`config.mk`:
```
export PLATFORM = sky130hd
export DESIGN_NAME = if_fetch_queue
export DESIGN_NICKNAME = d
export VERILOG_FILES = /design/src/rtl/if_fetch_queue.sv
export SDC_FILE = /design/constraint.sdc
export NUM_CORES = 1
export LEC_CHECK = 0
export CAP_MARGIN = 30
export CORE_UTILIZATION = 50
export DETAILED_ROUTE_END_ITERATION = 16
export DONT_BUFFER_PORTS = 1
export HOLD_SLACK_MARGIN = 0.12
export PLACE_DENSITY_LB_ADDON = 0.1
export SLEW_MARGIN = 20
export SYNTH_ARGS = -nofsm -noshare
export SYNTH_HDL_FRONTEND = slang
export SYNTH_SLANG_ARGS = --single-unit
```
`constraint.sdc`:
```
create_clock -name clk -period 4.7 [get_ports clk]
set_input_delay 0.94 -clock clk [delete_from_list [all_inputs] [get_ports clk]]
set_output_delay 0.94 -clock clk [all_outputs]
set_load 0.1 [all_outputs]
```
`src/rtl/if_fetch_queue.sv`:
```
// if_fetch_queue
//   Instruction-fetch front end. Owns the PC, drives a combinational
//   instruction memory and buffers fetched {pc, instr} pairs in a DEPTH-entry
//   circular queue feeding the IF/ID register over a ready/valid handshake.
//   A redirect flushes the queue and reloads the PC (word aligned).
//
//   Optional feature: define FETCH_BYPASS_EN to present the word being fetched
//   in the same cycle when the queue is empty (0-cycle fetch latency).
//
// Ports
//   clk          in   clock, rising edge
//   PCrst        in   synchronous active-high reset
//   imem_addr    out  fetch address (the internal PC)
//   imem_req     out  a fetch is performed this cycle
//   imem_rdata   in   instruction at imem_addr, same cycle
//   redirect     in   flush the queue and reload the PC
//   redirect_pc  in   new PC when redirect=1
//   out_valid    out  out_pc/out_instr hold a valid instruction
//   out_ready    in   consumer accepts the presented instruction
//   out_pc       out  PC of the presented instruction (0 when invalid)
//   out_instr    out  presented instruction (NOP when invalid)
//   misalign     out  one-cycle pulse after a redirect with redirect_pc[1:0]!=0
module if_fetch_queue #(
    parameter int unsigned     XLEN     = 64,
    parameter int unsigned     DEPTH    = 4,
    parameter logic [XLEN-1:0] RESET_PC = '0
) (
    input  logic            clk,
    input  logic            PCrst,
    output logic [XLEN-1:0] imem_addr,
    output logic            imem_req,
    input  logic [31:0]     imem_rdata,
    input  logic            redirect,
    input  logic [XLEN-1:0] redirect_pc,
    output logic            out_valid,
    input  logic            out_ready,
    output logic [XLEN-1:0] out_pc,
    output logic [31:0]     out_instr,
    output logic            misalign
);

    localparam int unsigned   PTR_W = $clog2(DEPTH);
    localparam int unsigned   CW    = PTR_W + 1;
    localparam logic [CW-1:0] FULL  = CW'(DEPTH);
    localparam logic [31:0]   NOP   = 32'h0000_0013;

    logic [XLEN-1:0]  pc;
    logic [CW-1:0]    count;
    logic [PTR_W-1:0] rd_ptr;
    logic [PTR_W-1:0] wr_ptr;
    logic             misalign_q;

    logic [XLEN-1:0]  pc_store    [DEPTH];
    logic [31:0]      instr_store [DEPTH];

    logic can_fetch;
    logic q_valid;
    logic bypass;
    logic pop;
    logic fetch;
    logic push;
    logic q_pop;

    // Handshake decode. fetch depends on pop only when the queue is non-empty,
    // and bypass depends on can_fetch (not fetch), so there is no comb loop.
    always_comb begin
        can_fetch = ~redirect & ~PCrst;
        q_valid   = (count != '0);
`ifdef FETCH_BYPASS_EN
        bypass    = can_fetch & ~q_valid;
`else
        bypass    = 1'b0;
`endif
        out_valid = q_valid | bypass;
        pop       = out_valid & out_ready & ~redirect;
        fetch     = can_fetch & ((count < FULL) | pop);
        // A bypassed word that is accepted immediately never enters the queue.
        push      = fetch & ~(bypass & out_ready);
        q_pop     = pop & q_valid;
    end

    always_comb begin
        out_pc    = '0;
        out_instr = NOP;
        if (q_valid) begin
            out_pc    = pc_store[rd_ptr];
            out_instr = instr_store[rd_ptr];
        end else if (bypass) begin
            out_pc    = pc;
            out_instr = imem_rdata;
        end
    end

    assign imem_addr = pc;
    assign imem_req  = fetch;
    assign misalign  = misalign_q;

    always_ff @(posedge clk) begin
        if (PCrst) begin
            pc         <= RESET_PC;
            count      <= '0;
            rd_ptr     <= '0;
            wr_ptr     <= '0;
            misalign_q <= 1'b0;
        end else if (redirect) begin
            pc         <= {redirect_pc[XLEN-1:2], 2'b00};
            count      <= '0;
            rd_ptr     <= '0;
            wr_ptr     <= '0;
            misalign_q <= |redirect_pc[1:0];
        end else begin
            misalign_q <= 1'b0;
            if (fetch) pc <= pc + XLEN'(4);
            if (push) wr_ptr <= wr_ptr + PTR_W'(1);
            if (q_pop) rd_ptr <= rd_ptr + PTR_W'(1);
            count <= count + CW'(push) - CW'(q_pop);
        end
    end

    // Storage needs no reset: entries are only read while count covers them.
    always_ff @(posedge clk) begin
        if (push) begin
            pc_store[wr_ptr]    <= pc;
            instr_store[wr_ptr] <= imem_rdata;
        end
    end

endmodule

```
==> metrics.md, run 1 <==
| Metric | Value |
|---|---|
| Share of cells above drive strength 1 | `21.4%` |
| Worst-Skew Late Latency | `about 0.58 ns` |
| Mapped Cells | `1,187` |
| Setup repair bufs after CTS | `0` |
| Placement Cell Area | `0.0198 mm²` |
| DR vias | `10,800` |
| Crit path launch type | `flip-flop` |
| Reg2reg end | `count[2]$_SDFF_PP0_` |
| Relative slew slack | `between 30% and 40%` |
| Num CTS Buffers | `46` |
| Core Area | `0.0367 mm²` |
| Pre-antenna DRT Iters | `5` |
| VDD IR max | `about 300 µV` |
| Leakage | `6.85 nW` |
| Min Tclk post-route | `3.87 ns` |
| Max Cap Violations | `0` |
| Syn-to-layout area delta | `14.0%` |
| CP endpoint kind | `output port` |
| Remaining antenna violation count | `0` |
| Top post-synthesis cells by area | `edfxtp_1, mux4_2, dfxtp_1, and2_1, nand3_1` |
| Starting DRT DRC Count | `772` |
| Fmax | `0.259 GHz` |
| Final Max Slew Viols | `0` |
| Synth area leader | `edfxtp_1` |
| Min setup slack post-route | `roughly 0.83 ns` |
| Seq/Total Area, Yosys | `about two thirds` |
| WS Path Type | `reg -> out` |
| R2r worst-path depth | `11` |
| Count of different cell masters after synthesis | `69` |
| Final Skew | `0.0285 ns` |
| Vias in the first global route | `10,500` |
| Site row count | `70` |
| DR WL/cell | `25.5 µm` |
| Register area | `0.0127 mm²` |
| Synth Cell Area | `0.0187 mm²` |
| Dpl cells | `1,674` |
| Mean Syn Cell Area | `15.7 µm²` |
| Status | `finished clean` |
| Reg clk slew, reported paths | `roughly 0.060 ns` |
| Worst hold path class | `in -> reg` |
| Post-synth EDFFs | `376` |
| Overflow after GRT | `0` |
| Deepest clock path buffer count | `3` |
| Power Density | `427 mW/mm²` |
| Min-Delay Endpoint | `imem_addr[30]$_SDFFE_PP0P_` |
| Fillcell total | `2,841` |
| Die width | `slightly below 200 µm` |
| DP Worst Slack | `1.30 ns` |
| Vias per cell | `6.11` |
| I/O pin count | `263` |
| Global-route wire length before repair | `66,600 µm` |
| Placer congestion estimate | `0.824` |
| Layout Nets | `1,364` |
| Fraction of registers with async set/reset | `0%` |
| Period utilization | `a little over 80%` |
| Total power after layout | `0.00911 W` |
| RSZ-0062 raised after global routing | `false` |
| Final hold vios | `0` |
| Starting density of the core | `50.9%` |
| Largest net degree at the start of global routing | `95` |
| Min-delay src | `PCrst` |
| IO Port Bufs | `0` |
| Die area | `0.0382 mm²` |
| Post-CTS Hold Buffers | `0` |
| Actual slew at the worst max-slew pin | `0.983 ns` |
| GRT Total Usage | `roughly a quarter` |
| TritonCTS clock tree | `built` |
| Hold Path Depth | `1` |
| Post-synthesis register bit count | `448` |
| DRC Markers | `0` |
| Most frequent cell after synthesis | `edfxtp_1` |
| Crit path arrival time | `2.93 ns` |
| Mux contribution to synthesized area | `11.8%` |
| Post_cts resized | `0` |
| FF-to-FF Start | `count[2]$_SDFF_PP0_` |
| Post-synthesis xor/xnor area fraction | `less than 1%` |
| Initial antenna violation count | `4` |
| CTS root buf | `clkbuf_16` |
| Reg-to-reg setup timing slack | `1.68 ns` |
| Setup_tns | `0 ns` |
| Simple-gate share of the synthesized area | `12.3%` |
| Design Area, Final | `0.0213 mm²` |
| CP required | `3.76 ns` |
| Die Ht | `195 µm` |
| Drt total wl | `45,000 µm` |
| Non-filler cells, final | `about 1,800` |
| Post-synth top flop | `edfxtp_1` |
| Post-synth top area share | `60.4%` |
| Main combinational cell family by area after synthesis | `simple AND/OR/NAND/NOR gates` |
| Sink Count | `448` |
| Worst Path Max Fanout | `69` |
| # H-tree levels | `2` |
| Adder-Cell Fraction of Synth Area | `less than 1%` |
| Post-DP HPWL | `approximately 29,000 µm` |
| Synth cell count leaders | `edfxtp_1, and2_1, mux4_2` |
| Footprint of the multi-input gates | `0.00560 mm²` |
| Compound-Gate Fraction of Synth Area | `under 10%` |
| Ys Warns | `0` |
| Final Setup Violations | `0` |
-- cell type report --
class | instances | share of cell area [%]
Multi-Input combinational cell | 651 | 26.3
Tap cell | 468 | 2.75
Inverter | 19 | 0.346
Clock buffer | 60 | 5.79
Timing Repair Buffer | 90 | 3.97
Clock inverter | 25 | 1.05
Sequential cell | 448 | 59.8
Antenna cell | 2 | 0.0235
-- critical path, cell delays in order, from the launching register on --
cell	delay, ns
dfxtp_1	0.34
nor3_1	0.78
inv_4	0.30
buf_16	0.29
and2_1	0.55
-- registers in the layout (all words and copies together) (netlist names), named ones only --
signal / flops
count: 3
imem_addr: 62
instr_store: 128
misalign: 1
pc_store: 248
rd_ptr: 2
wr_ptr: 2
-- where the power goes --
group	internal [W]	total (W)	switching (W)
clock	0.00207	0.00356	0.00149
sequential	0.00443	0.00448	0.0000533
combinational	0.000203	0.00107	0.000864
total	0.00670	0.00911	0.00241
-- worst max-delay path by stage --
| stage | slack [ns] | cells past startpoint | startpoint | endpoint |
|---|---|---|---|---|
| 2_1_floorplan | 0.39 | 4 | out_ready | instr_store[0][0]$_DFFE_PP_ |
| 3_3_place_gp | 1.32 | 11 | count[2]$_SDFF_PP0_ | count[2]$_SDFF_PP0_ |
| 3_5_place_dp | 1.30 | 11 | count[2]$_SDFF_PP0_ | count[2]$_SDFF_PP0_ |
| 4_1_cts | 0.73 | 3 | count[2]$_SDFF_PP0_ | out_pc[43] |
| 5_1_grt | 0.79 | 4 | count[2]$_SDFF_PP0_ | out_pc[29] |
| 6_report | 0.83 | 4 | count[2]$_SDFF_PP0_ | out_pc[43] |
-- layout by cell type (no fill, tap or decap), types with 6 or more instances in the layout --
master and count:
clkinv_2 10, buf_4 73, a311oi_1 14, edfxtp_1 376, nand3_1 47, nand2_1 58
a21oi_1 24, clkbuf_1 12, and2_1 96, nor3_1 20, or4_1 9, o21ai_0 12
or2_2 6, ha_1 7, nor4_1 11, mux4_2 94, clkbuf_16 47, or3_1 9
nor2_1 57, clkinv_1 8, buf_12 7, inv_1 16, o211ai_1 17, nand4_1 34
xnor2_1 12, and3_1 15, dfxtp_1 70, a31oi_1 18
-- per-layer routing --
layer / GRT usage [%] / routed length (µm) / up-vias
met4: 6.15 / 881 / 6
li1: - / - / 4836
met2: 37.2 / 21200 / 363
met3: 7.70 / 3730 / 67
met5: 0 / 33 / -
met1: 32.0 / 19100 / 5507
-- logic make-up after synthesis --
family	count (synthesis)
AOI/OAI and AO/OA	116
xor gates and xnor gates	17
adders and majority gates	8
buffers and inverters	91
DFF	448
muxes	102
other	1
and+or+nand+nor	404
-- stage by stage --
stage	utilization, %	hold slack (ns)
after floorplan	-	0.465
after global placement	53.7	0.479
after detailed placement	54.0	0.495
after CTS	58.0	0.400
after global routing	58.1	0.410
final	58.1	0.418
Note: power is estimated with default switching activity, not from simulation.
==> run 2: changes to the inputs <==
==> constraint.sdc (replaced) <==
create_clock -name clk -period 4 [get_ports clk]
set_input_delay 0.8 -clock clk [delete_from_list [all_inputs] [get_ports clk]]
set_output_delay 0.8 -clock clk [all_outputs]
set_load 0.1 [all_outputs]
==> run 2 against run 1 <==
Effect of this change:
- critical path depth increased by 1
- die area did not move
- clock power is 20% higher
- clock skew down 0.012 ns
- global-route usage grew 0.82 points
- first-iteration DRC count is 6.5% lower
- critical endpoint is now out_instr[29]
- largest cell class unchanged
==> metrics.md, run 2 (synthesis gave the netlist of run 1 again) <==
| Metric | Value |
|---|---|
| Status | `finished clean` |
| Final Max Slew Viols | `0 (unchanged)` |
| Relative slew slack | `34.4% (-0.54 points)` |
| Combinational power share | `12.2% (+0.5 points)` |
| RSZ-0062 raised after global routing | `false` |
| Final hold vios | `0 (unchanged)` |
| Largest net degree at the start of global routing | `68 (-28%)` |
| Setup repair bufs after CTS | `0 (unchanged)` |
| Reg clk slew, reported paths | `0.06 ns (about the same)` |
| Num CTS Buffers | `47 (+2.2%)` |
| Remaining antenna violation count | `0 (unchanged)` |
| Sw Pwr | `0.00283 W (+18%)` |
| Initial antenna violation count | `6 (+2)` |
| DR vias | `11,200 (+4.2%)` |
| Site row count | `70 (unchanged)` |
| Crit path arrival time | `2.91 ns (-0.02 ns)` |
| WS Path Type | `reg -> out` |
| Clk pwr share | `39.3% (+0.2 points)` |
| Power Density | `491 mW/mm² (+15%)` |
| Core Area | `0.0367 mm² (unchanged)` |
| Final core occ | `60.2% (+2.2 points)` |
| Min Tclk post-route | `3.71 ns` |
| Die area | `0.0382 mm² (unchanged)` |
| Crit path launch type | `flip-flop` |
| Period utilization | `92.8%` |
| Commonest non-fill, non-tap cell in the layout | `edfxtp_1` |
| GRT Total Usage | `24.5% (+0.82 points)` |
| # H-tree levels | `2 (unchanged)` |
| Final Setup Violations | `0 (unchanged)` |
| Die Ht | `195 µm (unchanged)` |
| CP endpoint kind | `output port` |
| Int Pwr | `0.00802 W (+20%)` |
| Die width | `195 µm (unchanged)` |
| DRC Markers | `0 (unchanged)` |
| Post-CTS Hold Buffers | `0 (unchanged)` |
| Leakage | `7.40 nW (+8.1%)` |
| Final Skew | `0.0169 ns (-0.0117 ns)` |
| Seq pwr share | `48.6% (-0.6 points)` |
| Drt total wl | `45,900 µm (+2.0%)` |
| Share of cells above drive strength 1 | `27.5% (+6.0 points)` |
| Fmax | `0.269 GHz` |
| Sink Count | `448 (unchanged)` |
| Top reg by flops | `pc_store` |
| Sw frac | `26.1% (-0.33 points)` |
| Max Cap Violations | `0 (unchanged)` |
| Worst Path Max Fanout | `67 (-2.9%)` |
| Deepest clock path buffer count | `3 (unchanged)` |
| Post_cts resized | `0 (unchanged)` |
| CTS root buf | `clkbuf_16` |
| Overflow after GRT | `0 (unchanged)` |
| I/O pin count | `263 (unchanged)` |
| Fillcell total | `2,781 (-2.1%)` |
| Pre-antenna DRT Iters | `5 (unchanged)` |
| Max FFs per register | `248 (unchanged)` |
| Setup_tns | `0 ns (unchanged)` |
| Starting density of the core | `50.9% (unchanged)` |
| CP required | `3.20 ns (-0.56 ns)` |
| Placer congestion estimate | `0.873 (+5.9%)` |
| Syn-to-layout area delta | `18.3%` |
| Most frequent cells in the layout | `edfxtp_1, buf_4, and2_1` |
| Post-DP HPWL | `30,000 µm (+4.8%)` |
| Global-route wire length before repair | `69,400 µm (+4.3%)` |
| TritonCTS clock tree | `built` |
| Actual slew at the worst max-slew pin | `0.991 ns (+0.00810 ns)` |
| IO Port Bufs | `0 (unchanged)` |
| Starting DRT DRC Count | `722 (-6.5%)` |
| Vias per cell | `6.02 (-1.6%)` |
| Worst hold path class | `in -> reg` |
| VDD IR max | `388 µV (+26%)` |
| DR WL/cell | `24.6 µm (-3.7%)` |
| Vias in the first global route | `11,200 (+6.5%)` |
| Worst-Skew Late Latency | `0.58 ns (about the same)` |
| Layout Nets | `1,464 (+7.3%)` |
==> run 2: changes by cell type in the layout (fill, tap and decap cells not counted), sizes merged <==
cell and delta:
buf +98, clkinvlp -1, bufinv +1, diode +2
clkinv -3, clkbuf +5, inv +2
==> run 2: worst max-delay path, stage by stage (launching register included) <==
cell and delay (ns):
dfxtp_1 0.34, nor3_1 0.69, inv_4 0.47, buf_4 0.40, and2_1 0.18, buf_4 0.23
==> run 2: path summary, 6_finish.rpt <==
path	to	depth (start not counted)	slack, ns	start
worst max register to register	count[2]$_SDFF_PP0_	11	0.81	count[2]$_SDFF_PP0_
worst max-delay path	out_instr[29]	5	0.29	count[2]$_SDFF_PP0_
worst min-delay path	misalign$_SDFF_PP0_	1	0.30	PCrst
worst min register to register	wr_ptr[1]$_SDFFE_PP0P_	2	0.50	wr_ptr[1]$_SDFFE_PP0P_
==> run 2: layer usage <==
metal,wire length [µm],global-route usage [%],part of all wire [%]
met5,55,0,0.12
met4,1040,7.49,2.3
met3,3640,6.51,7.9
met2,22100,39.7,48
met1,19100,32.6,42
==> run 2: through the flow <==
stage / std cells / area [µm²] / setup WS (ns) / hold slack (ns) / power [W]
final: 1867 / 22100 / 0.287 / 0.300 / 0.0109
after global routing: 1863 / 22100 / 0.191 / 0.275 / 0.0112
after CTS: 1861 / 22100 / 0.286 / 0.261 / 0.0110
after floorplan: 1190 / 18700 / 0.461 / 0.465 / 0.00639
after detailed placement: 1773 / 20600 / 0.847 / 0.488 / 0.00670
after global placement: 1767 / 20500 / 0.900 / 0.481 / 0.00666
==> run 2: final cells by class <==
type	instances	area, µm²	share of cell area [%]
clock buffer	64	1250	5.65
antenna	4	10.0	0.0453
inverter	19	73.8	0.334
sequential	448	12700	57.6
clock inverter	24	260	1.18
tap	468	586	2.65
multi-input combinational	651	5610	25.4
timing repair buffer	189	1570	7.12
==> run 2: power by group through the flow <==
| stage | Sequential [W] | Clock (W) | Combinational [W] |
|---|---|---|---|
| 2_1_floorplan | 0.00570 | 0 | 0.000682 |
| 3_3_place_gp | 0.00539 | 0 | 0.00127 |
| 3_5_place_dp | 0.00537 | 0 | 0.00133 |
| 4_1_cts | 0.00527 | 0.00435 | 0.00133 |
| 5_1_grt | 0.00528 | 0.00453 | 0.00138 |
| 6_report | 0.00527 | 0.00426 | 0.00132 |
